===== src/rtl/arb_pkg.sv =====
// Shared types and width helpers for the hold-while-requesting arbiter family.
package arb_pkg;

  typedef enum logic {
    ARB_IDLE    = 1'b0,
    ARB_GRANTED = 1'b1
  } arb_state_t;

  // Index width for an n-entry vector; never narrower than one bit.
  function automatic int ARB_IDX_W(input int n);
    return (n < 2) ? 1 : $clog2(n);
  endfunction

  // Hold counter width: must be able to hold the value max_hold itself.
  function automatic int ARB_HOLD_W(input int max_hold);
    return (max_hold < 1) ? 1 : $clog2(max_hold + 1);
  endfunction

endpackage


===== src/rtl/rr_pick.sv =====
// Circular first-set-bit search: lowest set bit of vec at or after start, wrapping.
module rr_pick
  import arb_pkg::*;
#(
  parameter int N = 4
) (
  input  logic [N-1:0]              vec,
  input  logic [ARB_IDX_W(N)-1:0]   start,
  output logic                      found,
  output logic [ARB_IDX_W(N)-1:0]   idx
);

  localparam int W = ARB_IDX_W(N);

  logic [2*N-1:0] dbl;
  logic [N-1:0]   rot;
  logic [W-1:0]   offset;
  logic           hit;
  logic [W:0]     sum;

  always_comb begin
    // Shifting the doubled vector right by start rotates vec so start lands at bit 0.
    dbl    = {vec, vec} >> start;
    rot    = dbl[N-1:0];
    hit    = 1'b0;
    offset = '0;
    for (int unsigned i = 0; i < N; i++) begin
      if (!hit && rot[i]) begin
        hit    = 1'b1;
        offset = W'(i);
      end
    end
    sum = {1'b0, start} + {1'b0, offset};
    if (sum >= (W+1)'(N)) begin
      sum = sum - (W+1)'(N);
    end
    found = hit;
    idx   = sum[W-1:0];
  end

endmodule


===== src/rtl/rr_hold_arbiter.sv =====
// N-requester sticky-grant arbiter: round-robin or fixed priority, with an
// optional bounded hold time that forces a handoff when others are waiting.
module rr_hold_arbiter
  import arb_pkg::*;
#(
  parameter int N_REQ    = 4,
  parameter int MAX_HOLD = 8,
  parameter int RR_EN    = 1
) (
  input  logic                        clock,
  input  logic                        reset,
  input  logic [N_REQ-1:0]            req,
  output logic [N_REQ-1:0]            grant,
  output logic                        grant_valid,
  output logic [ARB_IDX_W(N_REQ)-1:0] grant_id,
  output logic                        grant_new
);

  localparam int IDX_W = ARB_IDX_W(N_REQ);
  localparam int HC_W  = ARB_HOLD_W(MAX_HOLD);

  arb_state_t       state, state_nxt;
  logic [N_REQ-1:0] grant_nxt;
  logic             valid_nxt;
  logic [IDX_W-1:0] id_nxt;
  logic             new_nxt;
  logic [IDX_W-1:0] ptr, ptr_nxt;
  logic [HC_W-1:0]  hold_cnt, hold_nxt;

  logic [N_REQ-1:0] owner_oh;
  logic             owner_req;
  logic [IDX_W-1:0] owner_inc;
  logic             expired;
  logic             take;

  logic [IDX_W-1:0] pick_start;
  logic [N_REQ-1:0] pick_vec;
  logic             pick_found;
  logic [IDX_W-1:0] pick_idx;

  function automatic logic [IDX_W-1:0] wrap_inc(input logic [IDX_W-1:0] v);
    return (v == IDX_W'(N_REQ - 1)) ? '0 : v + IDX_W'(1);
  endfunction

  assign owner_oh  = {{(N_REQ-1){1'b0}}, 1'b1} << grant_id;
  assign owner_req = |(req & owner_oh);
  assign owner_inc = wrap_inc(grant_id);
  assign expired   = (MAX_HOLD != 0) && (hold_cnt == HC_W'(MAX_HOLD));

  // One shared search; only its start point and mask depend on the decision kind.
  always_comb begin
    pick_start = '0;
    pick_vec   = req;
    if (state == ARB_IDLE) begin
      if (RR_EN != 0) pick_start = ptr;
    end else begin
      pick_vec = req & ~owner_oh;
      if (!owner_req) begin
        if (RR_EN != 0) pick_start = owner_inc;
      end else begin
        // Forced handoff searches after the owner in both modes.
        pick_start = owner_inc;
      end
    end
  end

  rr_pick #(.N(N_REQ)) u_pick (
    .vec   (pick_vec),
    .start (pick_start),
    .found (pick_found),
    .idx   (pick_idx)
  );

  always_comb begin
    state_nxt = state;
    grant_nxt = grant;
    valid_nxt = grant_valid;
    id_nxt    = grant_id;
    new_nxt   = 1'b0;
    ptr_nxt   = ptr;
    hold_nxt  = hold_cnt;
    take      = 1'b0;
    case (state)
      ARB_IDLE: begin
        if (pick_found) take = 1'b1;
      end
      ARB_GRANTED: begin
        if (!owner_req) begin
          if (pick_found) begin
            take = 1'b1;
          end else begin
            state_nxt = ARB_IDLE;
            grant_nxt = '0;
            valid_nxt = 1'b0;
          end
        end else if (expired && pick_found) begin
          take = 1'b1;
        end else if ((MAX_HOLD != 0) && !expired) begin
          hold_nxt = hold_cnt + HC_W'(1);
        end
      end
      default: state_nxt = ARB_IDLE;
    endcase
    if (take) begin
      state_nxt = ARB_GRANTED;
      grant_nxt = {{(N_REQ-1){1'b0}}, 1'b1} << pick_idx;
      valid_nxt = 1'b1;
      id_nxt    = pick_idx;
      new_nxt   = 1'b1;
      ptr_nxt   = wrap_inc(pick_idx);
      hold_nxt  = HC_W'(1);
    end
  end

  always_ff @(posedge clock) begin
    if (reset) begin
      state       <= ARB_IDLE;
      grant       <= '0;
      grant_valid <= 1'b0;
      grant_id    <= '0;
      grant_new   <= 1'b0;
      ptr         <= '0;
      hold_cnt    <= '0;
    end else begin
      state       <= state_nxt;
      grant       <= grant_nxt;
      grant_valid <= valid_nxt;
      grant_id    <= id_nxt;
      grant_new   <= new_nxt;
      ptr         <= ptr_nxt;
      hold_cnt    <= hold_nxt;
    end
  end

endmodule


===== config.mk =====
export PLATFORM = sky130hd
export DESIGN_NAME = rr_hold_arbiter
export DESIGN_NICKNAME = d
export VERILOG_FILES = /design/src/rtl/arb_pkg.sv /design/src/rtl/rr_pick.sv /design/src/rtl/rr_hold_arbiter.sv
export SDC_FILE = /design/constraint.sdc
export NUM_CORES = 1
export LEC_CHECK = 0
export BUFFER_PORTS_ARGS = -buffer_cell sky130_fd_sc_hd__buf_2
export CORE_MARGIN = 10
export CORE_UTILIZATION = 55
export DETAILED_ROUTE_END_ITERATION = 16
export PLACE_DENSITY = 0.77
export SETUP_SLACK_MARGIN = 0.3
export SLEW_MARGIN = 20
export SYNTH_ARGS = -nofsm -noshare
export SYNTH_HDL_FRONTEND = slang
export SYNTH_HIERARCHICAL = 1
export SYNTH_SLANG_ARGS = --single-unit

===== constraint.sdc =====
create_clock -name clock -period 3.81 [get_ports clock]
set_clock_uncertainty 0.1 [all_clocks]
set_input_delay 0 -clock clock [delete_from_list [all_inputs] [get_ports clock]]
set_output_delay 0 -clock clock [all_outputs]
set_load 0.1 [all_outputs]

==> summary.md, run 1 <==
| Metric | Value |
|---|---|
| Crit path time final | about 3.2 ns |
| Slew Limit Headroom | 0.585 |
| Final Cycle Share | 0.832 |
| CTS max path bufs | 2 |
| Share of cells above drive strength 1 | 0.229 |
| Xor-xnor portion of the synthesized cell area | 0.0251 |
| CP max FO | 6 |
| Die W | 63.7 µm |
| Synth cell types | 39 |
| Vias in the first global route | 850 |
| Simple-gate share of the synthesized area | 0.166 |
| Antenna viol nets, final | 0 |
| CP Capture Type | flop |
| Tot GR Track Use | 0.106 |
| Ports | 14 |
| Via/cell ratio | about 5.7 |
| HP Class | input pin to flop |
| Synth Area in Compound Gates | 0.301 |
| Via Count | around 880 |
| Area occupied by registers | 303 µm² |
| Top_reg_cell synth | dfxtp_1 |
| Final number of setup-violating endpoints | 0 |
| Largest net degree at the start of global routing | 13 |
| Max IR drop VDD | 422 µV |
| RSZ-0062 raised after global routing | no |
| Inserted Clock Buffers | 3 |
| Pwr Density | around 730 mW/mm² |
| Status | finished, final reports clean |
| Startpoint types | flop |
| Clk_lat worst skew | 0.28 ns |
| Smallest hold slack | 0.0686 ns |
| Area share of fa/ha/maj cells after synthesis | 0.131 |
| Pleak | 0.512 nW |
| FFs w/ async S/R, synth | 0 |
| Die area | just over 0.004 mm² |
| First-pass GRT wire length | between 3000 and 4000 µm |
| Multiplexer share of the synthesized area | 0.0203 |
| Chip height | between 60 and 70 µm |
| Max Cap Viol | 0 |
| Sequential area share after synthesis | 0.286 |
| Placer Congestion | 0.747 |
| CP Class | flop to flop |
| Total length of routed wires | around 2100 µm |
| Initial antenna violation count | 0 |
| Worst Path Required | about 3.9 ns |
| Area Overhead vs Synth | 10.5% |
| Worst-margin pin slew | 0.617 ns |
| Avg Inst Size Synth | just over 9 µm² |
| Grt ovf | 0 |
| CTS tree | built |
| ANT cells | 0 |
| # fillers | 171 |
| Cell Area, Synth | 0.00105 mm² |
| Largest family of logic cells by synthesized area | compound AO/OA/AOI/OAI gates |
| Dpl hpwl | 1620 µm |
| Register bit total from synthesis | 15 |
| Avg WL per Cell | 13.7 µm |
| Setup TNS | 0 ns |
| Syn Inst Count | between 100 and 150 |
| I/O Buffers | 13 |
| Clk slew on worst S/H paths | roughly 0.090 ns |
| Initial Util | 0.594 |
| Core Area | between 0.0015 and 0.002 mm² |
| TritonCTS Sinks | 15 |
| Final Hold Vio Count | 0 |
| DRC | 0 |
| CTS H-tree lvls | 1 |
| Syn. warnings | 6 |
| Nets | roughly 150 |
| Root buf cell | clkbuf_4 |
| Post-synth EDFFs | 0 |
| Pins Over Slew Limit | 0 |
| F_max | between 0.3 and 0.4 GHz |
| Initial DRC count | 31 |
| Std-Cell Rows | 15 |
| Multi-input gate area | roughly 670 µm² |
| First drt pass iteration count | 4 |
| Syn Nets | 132 |
| Worst Path Arrival | roughly 3.3 ns |
synth_stat cells, drive strengths merged (2+ instances only):
cell	n	area, µm²
a211oi	3	22.5
a21boi	4	30.0
a21oi	10	50.1
a22oi	2	42.5
a32o	4	40.0
buf	3	27.5
dfxtp	15	300
ha	11	138
inv	9	33.8
nand2	7	26.3
nand2b	3	18.8
nand3	6	30.0
nor2	5	18.8
nor2b	3	21.3
nor3	4	25.0
o21ai	5	25.0
o22a	2	18.8
o22ai	2	18.8
xnor2	3	26.3
report_power, final:
| part | switching (W) | internal [W] |
|---|---|---|
| registers | 0.0000253 | 0.000192 |
| clock network | 0.0000488 | 0.0000406 |
| logic | 0.000364 | 0.000178 |
| total | 0.000438 | 0.000411 |
flip-flops by register name, indices dropped and copies added (netlist names):
| name | cells |
|---|---|
| grant | 4 |
| grant_id | 2 |
| grant_new | 1 |
| grant_valid | 1 |
| hold_cnt | 4 |
| ptr | 2 |
| state | 1 |
cell type report:
| cell class | instances | area share |
|---|---|---|
| clock buffer | 4 | 0.0227 |
| tap | 25 | 0.0270 |
| inverter | 9 | 0.0292 |
| sequential | 15 | 0.261 |
| multi-input combinational | 87 | 0.582 |
| timing repair buffer | 16 | 0.0778 |
worst paths after layout:
path,slack [ns],endpoint,cells past startpoint,from
hold / removal,0.07,state$_SDFF_PP0_,5,req[0]
setup reg to reg,0.64,ptr[0]$_SDFFE_PP0P_,12,grant_id[0]$_SDFFE_PP0P_
hold reg to reg,0.38,grant_valid$_SDFFE_PP0P_,2,grant_valid$_SDFFE_PP0P_
setup / recovery,0.64,ptr[0]$_SDFFE_PP0P_,12,grant_id[0]$_SDFFE_PP0P_
critical path: stages, from the launching register on:
cell and delay (ns):
dfxtp_2 0.36, ha_1 0.26, a21boi_0 0.53, nor2_1 0.14, nor4_1 0.20, a21oi_1 0.07, o211ai_1 0.09, ha_1 0.19
xnor2_1 0.13, xnor2_1 0.16, ha_1 0.23, or4_1 0.46, a21oi_1 0.17
through the flow:
step / power, W / instances / area, µm² / utilization / setup slack, ns
CTS: 0.000852 / 156 / 1160 / 0.657 / 0.566
floorplan: 0.000673 / 115 / 1050 / - / 0.517
detailed placement: 0.000761 / 151 / 1120 / 0.636 / 0.612
global route: 0.000915 / 156 / 1160 / 0.657 / 0.363
global placement: 0.000751 / 151 / 1120 / 0.636 / 0.699
finish: 0.000849 / 156 / 1160 / 0.657 / 0.639
routing by layer:
metal | part of all wire | track usage | up-vias | routed length (µm)
met4 | 0.0080 | 0.0355 | 0 | 17
li1 | - | - | 453 | -
met1 | 0.44 | 0.127 | 399 | 947
met2 | 0.46 | 0.173 | 28 | 978
met3 | 0.091 | 0.0318 | 2 | 194
met5 | 0 | 0 | - | 0
placed cells by master (no fill, tap or decap), types with 2 or more instances in the layout:
cell type	n
a211oi_1	3
a21boi_0	2
a21boi_1	2
a21oi_1	10
a22oi_4	2
a32o_1	4
buf_2	13
buf_4	2
clkbuf_4	3
dfxtp_1	13
dfxtp_2	2
ha_1	11
inv_1	8
nand2_1	7
nand2b_1	3
nand3_1	6
nor2_1	5
nor2b_1	2
nor3_1	3
o21ai_0	5
xnor2_1	3
cells by family after synthesis:
group | Yosys count
multiplexers | 2
AO/OA/AOI/OAI | 38
XOR/XNOR | 3
AND/OR/NAND/NOR | 33
buffers and inverters | 13
adder cells (fa/ha/maj) | 11
flip-flops | 15
timing repair:
item / CTS / global route
buffers inserted: 0 / 0
hold endpoints to repair: 10 / 0
hold buffers: 1 / 0
setup endpoints to repair: 0 / 1
resized for setup: 0 / 2
Note: power is estimated with default switching activity, not from simulation.
==> inputs of run 2 (changes only) <==
--- a/config.mk
+++ b/config.mk
@@ -5,11 +5,12 @@
 export SDC_FILE = /design/constraint.sdc
 export NUM_CORES = 1
 export LEC_CHECK = 0
+export ABC_AREA = 1
 export BUFFER_PORTS_ARGS = -buffer_cell sky130_fd_sc_hd__buf_2
 export CORE_MARGIN = 10
 export CORE_UTILIZATION = 55
 export DETAILED_ROUTE_END_ITERATION = 16
-export PLACE_DENSITY = 0.77
+export PLACE_DENSITY = 0.76
 export SETUP_SLACK_MARGIN = 0.3
 export SLEW_MARGIN = 20
 export SYNTH_ARGS = -nofsm -noshare
==> constraint.sdc (replaced) <==
create_clock -name clock -period 3.3 [get_ports clock]
set_clock_uncertainty 0.1 [all_clocks]
set_input_delay 0 -clock clock [delete_from_list [all_inputs] [get_ports clock]]
set_output_delay 0 -clock clock [all_outputs]
set_load 0.1 [all_outputs]
==> summary.md, run 2 <==
| Metric | Value |
|---|---|
| Pwr Density | 1050 mW/mm² (+43%) |
| Final Hold Vio Count | 0 (unchanged) |
| Synth area leader | dfxtp_1 |
| FFs w/ async S/R, synth | 0 (unchanged) |
| Tot GR Track Use | 0.114 (+0.00874) |
| TritonCTS Sinks | 15 (unchanged) |
| Max IR drop VDD | 639 µV (+51%) |
| Avg Inst Size Synth | 6.85 µm² (-25%) |
| Share of cells above drive strength 1 | 0.198 (-0.0313) |
| Post-synth top cells | nand2_1, nand3_1, inv_1, dfxtp_1, nor2_1 |
| Via Count | 1,035 (+17%) |
| Inserted Clock Buffers | 3 (unchanged) |
| Crit path time final | 2.75 ns (-0.422 ns) |
| CP Capture Type | flop |
| Avg WL per Cell | 11.3 µm (-17%) |
| Syn. warnings | 6 (unchanged) |
| DRC | 0 (unchanged) |
| Pleak | 0.637 nW (+24%) |
| Status | finished, final reports clean |
| Post-CTS setup buffer count | 0 (unchanged) |
| Syn Nets | 180 (+36%) |
| Via/cell ratio | 5.07 (-10%) |
| Placed cell area | 0.00118 mm² (+5.1%) |
| Root buf cell | clkbuf_4 |
| CTS max path bufs | 2 (unchanged) |
| Die area | 0.00423 mm² (+4.4%) |
| Commonest non-fill, non-tap cell in the layout | nand2_1 |
| F_max | 0.364 GHz (+15%) |
| Core Util, Final | 0.635 (-0.0214) |
| Initial DRC count | 43 (+39%) |
| Clk slew on worst S/H paths | 0.09 ns (about the same) |
| Initial Util | 0.575 (-0.0196) |
| First drt pass iteration count | 4 (unchanged) |
| Area Overhead vs Synth | 10.5% (about the same) |
| Sequential area share after synthesis | 0.269 (-0.0173) |
| Clk_lat worst skew | 0.28 ns (about the same) |
| Worst Path Arrival | 2.82 ns (-0.46 ns) |
| Ports | 14 (unchanged) |
| Core Area | 0.00194 mm² (+10%) |
| Final number of setup-violating endpoints | 0 (unchanged) |
| Dpl hpwl | 1840 µm (+14%) |
| Cell Area, Synth | 0.00112 mm² (+6.4%) |
| ANT cells | 0 (unchanged) |
| Startpoint types | flop |
| Largest net degree at the start of global routing | 19 (+6) |
| Final Cycle Share | 0.833 (about the same) |
| Most numerous cell in the Yosys netlist | nand2_1 |
| Setup TNS | 0 ns (unchanged) |
| Nets | 195 (+31%) |
| Finished layout cell area | 0.00123 mm² (+6.5%) |
| Largest regs | grant (4), hold_cnt (4) |
| Placed Cells | 199 (+32%) |
| Vias in the first global route | 979 (+15%) |
| Synth cell types | 23 (-41%) |
| Total length of routed wires | 2310 µm (+8.2%) |
| CP max FO | 6 (unchanged) |
| CP Class | flop to flop |
| Max Cap Viol | 0 (unchanged) |
| Std-Cell Rows | 16 (+1) |
| Placer Congestion | 0.855 (+15%) |
| I/O Buffers | 13 (unchanged) |
| Die W | 65.0 µm (+2.2%) |
| First-pass GRT wire length | 4090 µm (+12%) |
| Top_reg_cell synth | dfxtp_1 |
| Top post-synthesis cells by area | dfxtp_1, nand2_1, ha_1, nand3_1, inv_1 |
| Slew Limit Headroom | 0.675 (+0.0900) |
| HP Class | input pin to flop |
| RSZ-0062 raised after global routing | no |
| Post-synth EDFFs | 0 (unchanged) |
| Antenna viol nets, final | 0 (unchanged) |
| Chip height | 65.0 µm (+2.2%) |
| Register bit total from synthesis | 15 (unchanged) |
| CTS tree | built |
| Grt ovf | 0 (unchanged) |
| Final cell count without fillers | 204 (+31%) |
| Initial antenna violation count | 0 (unchanged) |
| Worst Path Required | 3.37 ns (-0.54 ns) |
| CTS H-tree lvls | 1 (unchanged) |
| Pins Over Slew Limit | 0 (unchanged) |
| Syn Inst Count | 163 (+42%) |
| Tot Pwr | 0.00130 W (+53%) |
| Worst-margin pin slew | 0.491 ns (-0.126 ns) |
| Most frequent cells in the layout | nand2_1, nand3_1, inv_1, nor2_1 |
| Yosys top cell area share | 0.269 (-0.0173) |
[run 2: final cells by class]
type	count	area, µm²
clock buffer	3	22.5
timing repair buffer	15	82.6
tap	27	33.8
fill	187	708
sequential	15	305
multi-input combinational	121	702
clock inverter	1	5.00
inverter	22	82.6
[run 2: routing by layer]
| layer | track usage | share of wire | vias up |
|---|---|---|---|
| li1 | - | - | 551 |
| met1 | 0.132 | 0.48 | 463 |
| met2 | 0.203 | 0.47 | 21 |
| met3 | 0.0378 | 0.051 | 0 |
| met4 | 0.0160 | 0 | 0 |
| met5 | 0 | 0 | - |
[run 2: logic make-up (layout without fill, tap and decap cells)]
| logic type | Yosys count | in the layout | synth area share |
|---|---|---|---|
| buffers and inverters | 27 | 41 | 0.114 |
| AOI/OAI and AO/OA | 8 | 8 | 0.0516 |
| DFF | 15 | 15 | 0.269 |
| adders and majority gates | 11 | 11 | 0.123 |
| xor gates and xnor gates | 2 | 2 | 0.0157 |
| and+or+nand+nor | 100 | 100 | 0.426 |
[run 2: per-stage QoR]
step,hold WS [ns],setup slack [ns]
floorplan,-0.0331,0.334
global placement,0.127,0.432
detailed placement,0.128,0.248
CTS,0.155,0.414
global route,0.228,0.309
finish,0.147,0.552
[run 2: path summary, 6_finish.rpt]
| path | from | to | slack (ns) | cells after the start |
|---|---|---|---|---|
| worst max-delay path | grant_id[0]$_SDFFE_PP0P_ | ptr[1]$_SDFFE_PP0P_ | 0.55 | 18 |
| worst min register to register | grant_valid$_SDFFE_PP0P_ | grant_valid$_SDFFE_PP0P_ | 0.38 | 2 |
| worst max register to register | grant_id[0]$_SDFFE_PP0P_ | ptr[1]$_SDFFE_PP0P_ | 0.55 | 18 |
| worst min-delay path | req[3] | state$_SDFF_PP0_ | 0.15 | 7 |
[run 2: repair_timing]
action,CTS,global route
resized for setup,1,5
endpoints found under the hold margin,4,0
gates cloned,0,0
endpoints found under the setup margin,2,6
hold buffers,1,0
[run 2: power breakdown]
group          switching [W]  internal [W]
registers          0.0000323      0.000234
clock network      0.0000575     0.0000449
logic               0.000662      0.000266
[run 2: worst max-delay path, cell delays in order (launching register included)]
cell and delay [ns]:
dfxtp_4 0.38, inv_1 0.07, ha_1 0.29, nand2_1 0.08, nand2_2 0.11, inv_2 0.10
nand3_1 0.07, nand2_1 0.11, nand3_1 0.09, a21boi_1 0.14, ha_1 0.17, xor2_1 0.20
inv_1 0.06, nand3_1 0.08, nand2_1 0.10, inv_1 0.10, ha_1 0.23, nand4_1 0.09
nand2_1 0.06
==> inputs of run 3 (changes only) <==
--- a/config.mk
+++ b/config.mk
@@ -5,12 +5,12 @@
 export SDC_FILE = /design/constraint.sdc
 export NUM_CORES = 1
 export LEC_CHECK = 0
-export ABC_AREA = 1
+export ABC_AREA = 0
 export BUFFER_PORTS_ARGS = -buffer_cell sky130_fd_sc_hd__buf_2
 export CORE_MARGIN = 10
-export CORE_UTILIZATION = 55
+export CORE_UTILIZATION = 50
 export DETAILED_ROUTE_END_ITERATION = 16
-export PLACE_DENSITY = 0.76
+export PLACE_DENSITY = 0.73
 export SETUP_SLACK_MARGIN = 0.3
 export SLEW_MARGIN = 20
 export SYNTH_ARGS = -nofsm -noshare
==> constraint.sdc (replaced) <==
create_clock -name clock -period 2.45 [get_ports clock]
set_clock_uncertainty 0.1 [all_clocks]
set_input_delay 0 -clock clock [delete_from_list [all_inputs] [get_ports clock]]
set_output_delay 0 -clock clock [all_outputs]
set_load 0.1 [all_outputs]
==> summary.md, run 3 (synthesis results as in run 1) <==
| Metric | Value |
|---|---|
| Largest regs | grant (4), hold_cnt (4) |
| Max IR drop VDD | 1050 µV (+65%) |
| CP Class | flop to flop |
| Total length of routed wires | 2750 µm (+19%) |
| Failing checks | setup timing |
| Nets | 175 (-10%) |
| RSZ-0062 raised after global routing | yes |
| Most used cell, CP | buf_4 |
| Sw Pwr | 0.000926 W (+23%) |
| Max Used Layer | met4 |
| Max incr delay on CP | 0.46 ns (+0.08 ns) |
| Largest net degree at the start of global routing | 13 (-6) |
| HP Class | input pin to flop |
| Die W | 65.8 µm (+1.2%) |
| Core Util, Final | 0.793 (+0.158) |
| Cells along the critical path | inv_4, ha_4, mux2_4, buf_4, buf_4, o22a_2, o22ai_2, xnor2_2, ha_2, or4_1, a21oi_1 |
| Share of cells above drive strength 1 | 0.516 (+0.318) |
| First drt pass iteration count | 4 (unchanged) |
| Via Count | 1,013 (-2.1%) |
| Highest-delay cell along the critical path | or4_1 |
| Final number of setup-violating endpoints | 6 (+6) |
| Max Cap Viol | 0 (unchanged) |
| Via/cell ratio | 5.51 (+8.5%) |
| Die area | 0.00433 mm² (+2.3%) |
| Flop pwr share | 0.179 (-0.026) |
| Core Area | 0.00198 mm² (+2.1%) |
| CTS H-tree lvls | 1 (unchanged) |
| Std-Cell Rows | 16 (unchanged) |
| Initial DRC count | 62 (+44%) |
| Dpl hpwl | 1890 µm (+2.4%) |
| Met1 WL | 1150 µm (+4.1%) |
| Clk_lat worst skew | 0.29 ns (about the same) |
| Smallest hold slack | 0.104 ns (-0.0424 ns) |
| I/O Buffers | 13 (unchanged) |
| Clk slew on worst S/H paths | 0.08 ns (about the same) |
| Placer Congestion | 0.787 (-8.0%) |
| DRC | 0 (unchanged) |
| Combinational Power Share | 0.747 (+0.031) |
| Pwr Density | 1250 mW/mm² (+19%) |
| Most frequent cells in the layout | buf_4, buf_2, dfxtp_1, a21oi_1 |
| Pleak | 0.690 nW (+8.2%) |
| CP Capture Type | flop |
| Pins Over Slew Limit | 0 (unchanged) |
| Avg WL per Cell | 15.0 µm (+32%) |
| First-pass GRT wire length | 4400 µm (+7.4%) |
| CTS max path bufs | 2 (unchanged) |
| Startpoint types | flop |
| Inserted Clock Buffers | 3 (unchanged) |
| Area Overhead vs Synth | 49.9% |
| Status | finished, violations left |
| Initial antenna violation count | 0 (unchanged) |
| Worst Path Arrival | 2.86 ns (+0.04 ns) |
| ANT cells | 0 (unchanged) |
| Final Cycle Share | 1.11 (+0.280) |
| Ports | 14 (unchanged) |
| Crit path time final | 2.73 ns (-0.0207 ns) |
| Worst Path Required | 2.58 ns (-0.79 ns) |
| Vias in the first global route | 992 (+1.3%) |
| Met3 wire len | 107 µm (-8.5%) |
| Grt ovf | 0 (unchanged) |
| Worst-margin pin slew | 0.569 ns (+0.0785 ns) |
| Setup TNS | -0.994 ns (-0.994 ns) |
| Commonest non-fill, non-tap cell in the layout | buf_4 |
| Initial Util | 0.529 (-0.0457) |
| Tot GR Track Use | 0.127 (+0.0122) |
| Clock network power share | 0.074 (-0.005) |
| Placed Cells | 171 (-14%) |
| Switch share | 0.471 (-0.109) |
| CP max FO | 4 (-2) |
| F_max | 0.367 GHz (+0.76%) |
| Slew Limit Headroom | 0.618 (-0.0569) |
| Int Pwr | 0.00104 W (+91%) |
| Antenna viol nets, final | 0 (unchanged) |
| Met2 Wirelength | 1440 µm (+32%) |
| Final cell count without fillers | 184 (-9.8%) |
| Setup ws final | -0.278 ns (-0.829 ns) |
| Final Hold Vio Count | 0 (unchanged) |
| Chip height | 65.8 µm (+1.2%) |
| CTS tree | built |
| Root buf cell | clkbuf_4 |
| TritonCTS Sinks | 15 (unchanged) |
==> run 3: cell types whose count changed in the layout (fill, tap and decap cells not counted), sizes merged, moves of 4 or more <==
cell	before	now
a32o	0	4
nor2	17	5
a21oi	0	10
nand2	50	7
buf	14	41
nor3	0	4
nand3	22	6
nand4	11	1
inv	21	9
==> run 3: stage by stage <==
| stage | worst slack [ns] | total power (W) | cell area (µm²) |
|---|---|---|---|
| 2_1_floorplan | -0.384 | 0.00115 | 1160 |
| 3_3_place_gp | -0.225 | 0.00143 | 1360 |
| 3_5_place_dp | -0.324 | 0.00146 | 1360 |
| 4_1_cts | -0.279 | 0.00188 | 1530 |
| 5_1_grt | -0.385 | 0.00209 | 1570 |
| 6_report | -0.278 | 0.00196 | 1570 |
==> run 3: metal layers <==
layer / track usage / vias to the layer above
met3: 0.0237 / 6
met4: 0.0722 / 0
met1: 0.141 / 475
li1: - / 511
met2: 0.219 / 21
met5: 0 / -
==> run 3: repair_timing <==
item,in CTS,in global routing
resized for setup,16,7
endpoints found under the setup margin,7,8
pin swaps,15,3
buffers inserted,6,2
hold buffers,1,0
endpoints found under the hold margin,11,0
==> run 3: cell type report <==
| cell class | instances | area [µm²] |
|---|---|---|
| multi-input cells | 87 | 858 |
| fillers | 132 | 410 |
| flip-flops and latches | 15 | 312 |
| repair buffers | 42 | 300 |
| inverters | 9 | 41.3 |
| well taps | 27 | 33.8 |
| clock buffers | 4 | 26.3 |
==> run 3: final timing paths <==
check | to | startpoint | slack (ns) | cells past startpoint
max | ptr[0]$_SDFFE_PP0P_ | grant_id[1]$_SDFFE_PP0P_ | -0.28 | 11
min | state$_SDFF_PP0_ | req[0] | 0.10 | 5
max reg2reg | ptr[0]$_SDFFE_PP0P_ | grant_id[1]$_SDFFE_PP0P_ | -0.28 | 11
min reg2reg | grant_valid$_SDFFE_PP0P_ | grant_valid$_SDFFE_PP0P_ | 0.36 | 2
==> run 3: worst max-delay path, delay by kind of cell, from the launching register on <==
family	cells	cell delay [ns]
muxes	1	0.27
adders and majority gates	2	0.42
and+or+nand+nor	1	0.46
DFF	1	0.41
buffers and inverters	3	0.35
AOI/OAI and AO/OA	3	0.54
xor gates and xnor gates	1	0.13
==> run 3: power groups by stage <==
stage                     Clock [W]  Combinational, W  Sequential [W]
after floorplan                   0          0.000578        0.000575
after global placement            0           0.00108        0.000352
after detailed placement          0           0.00111        0.000355
after CTS                  0.000150           0.00138        0.000350
after global routing       0.000157           0.00157        0.000359
final                      0.000145           0.00147        0.000352
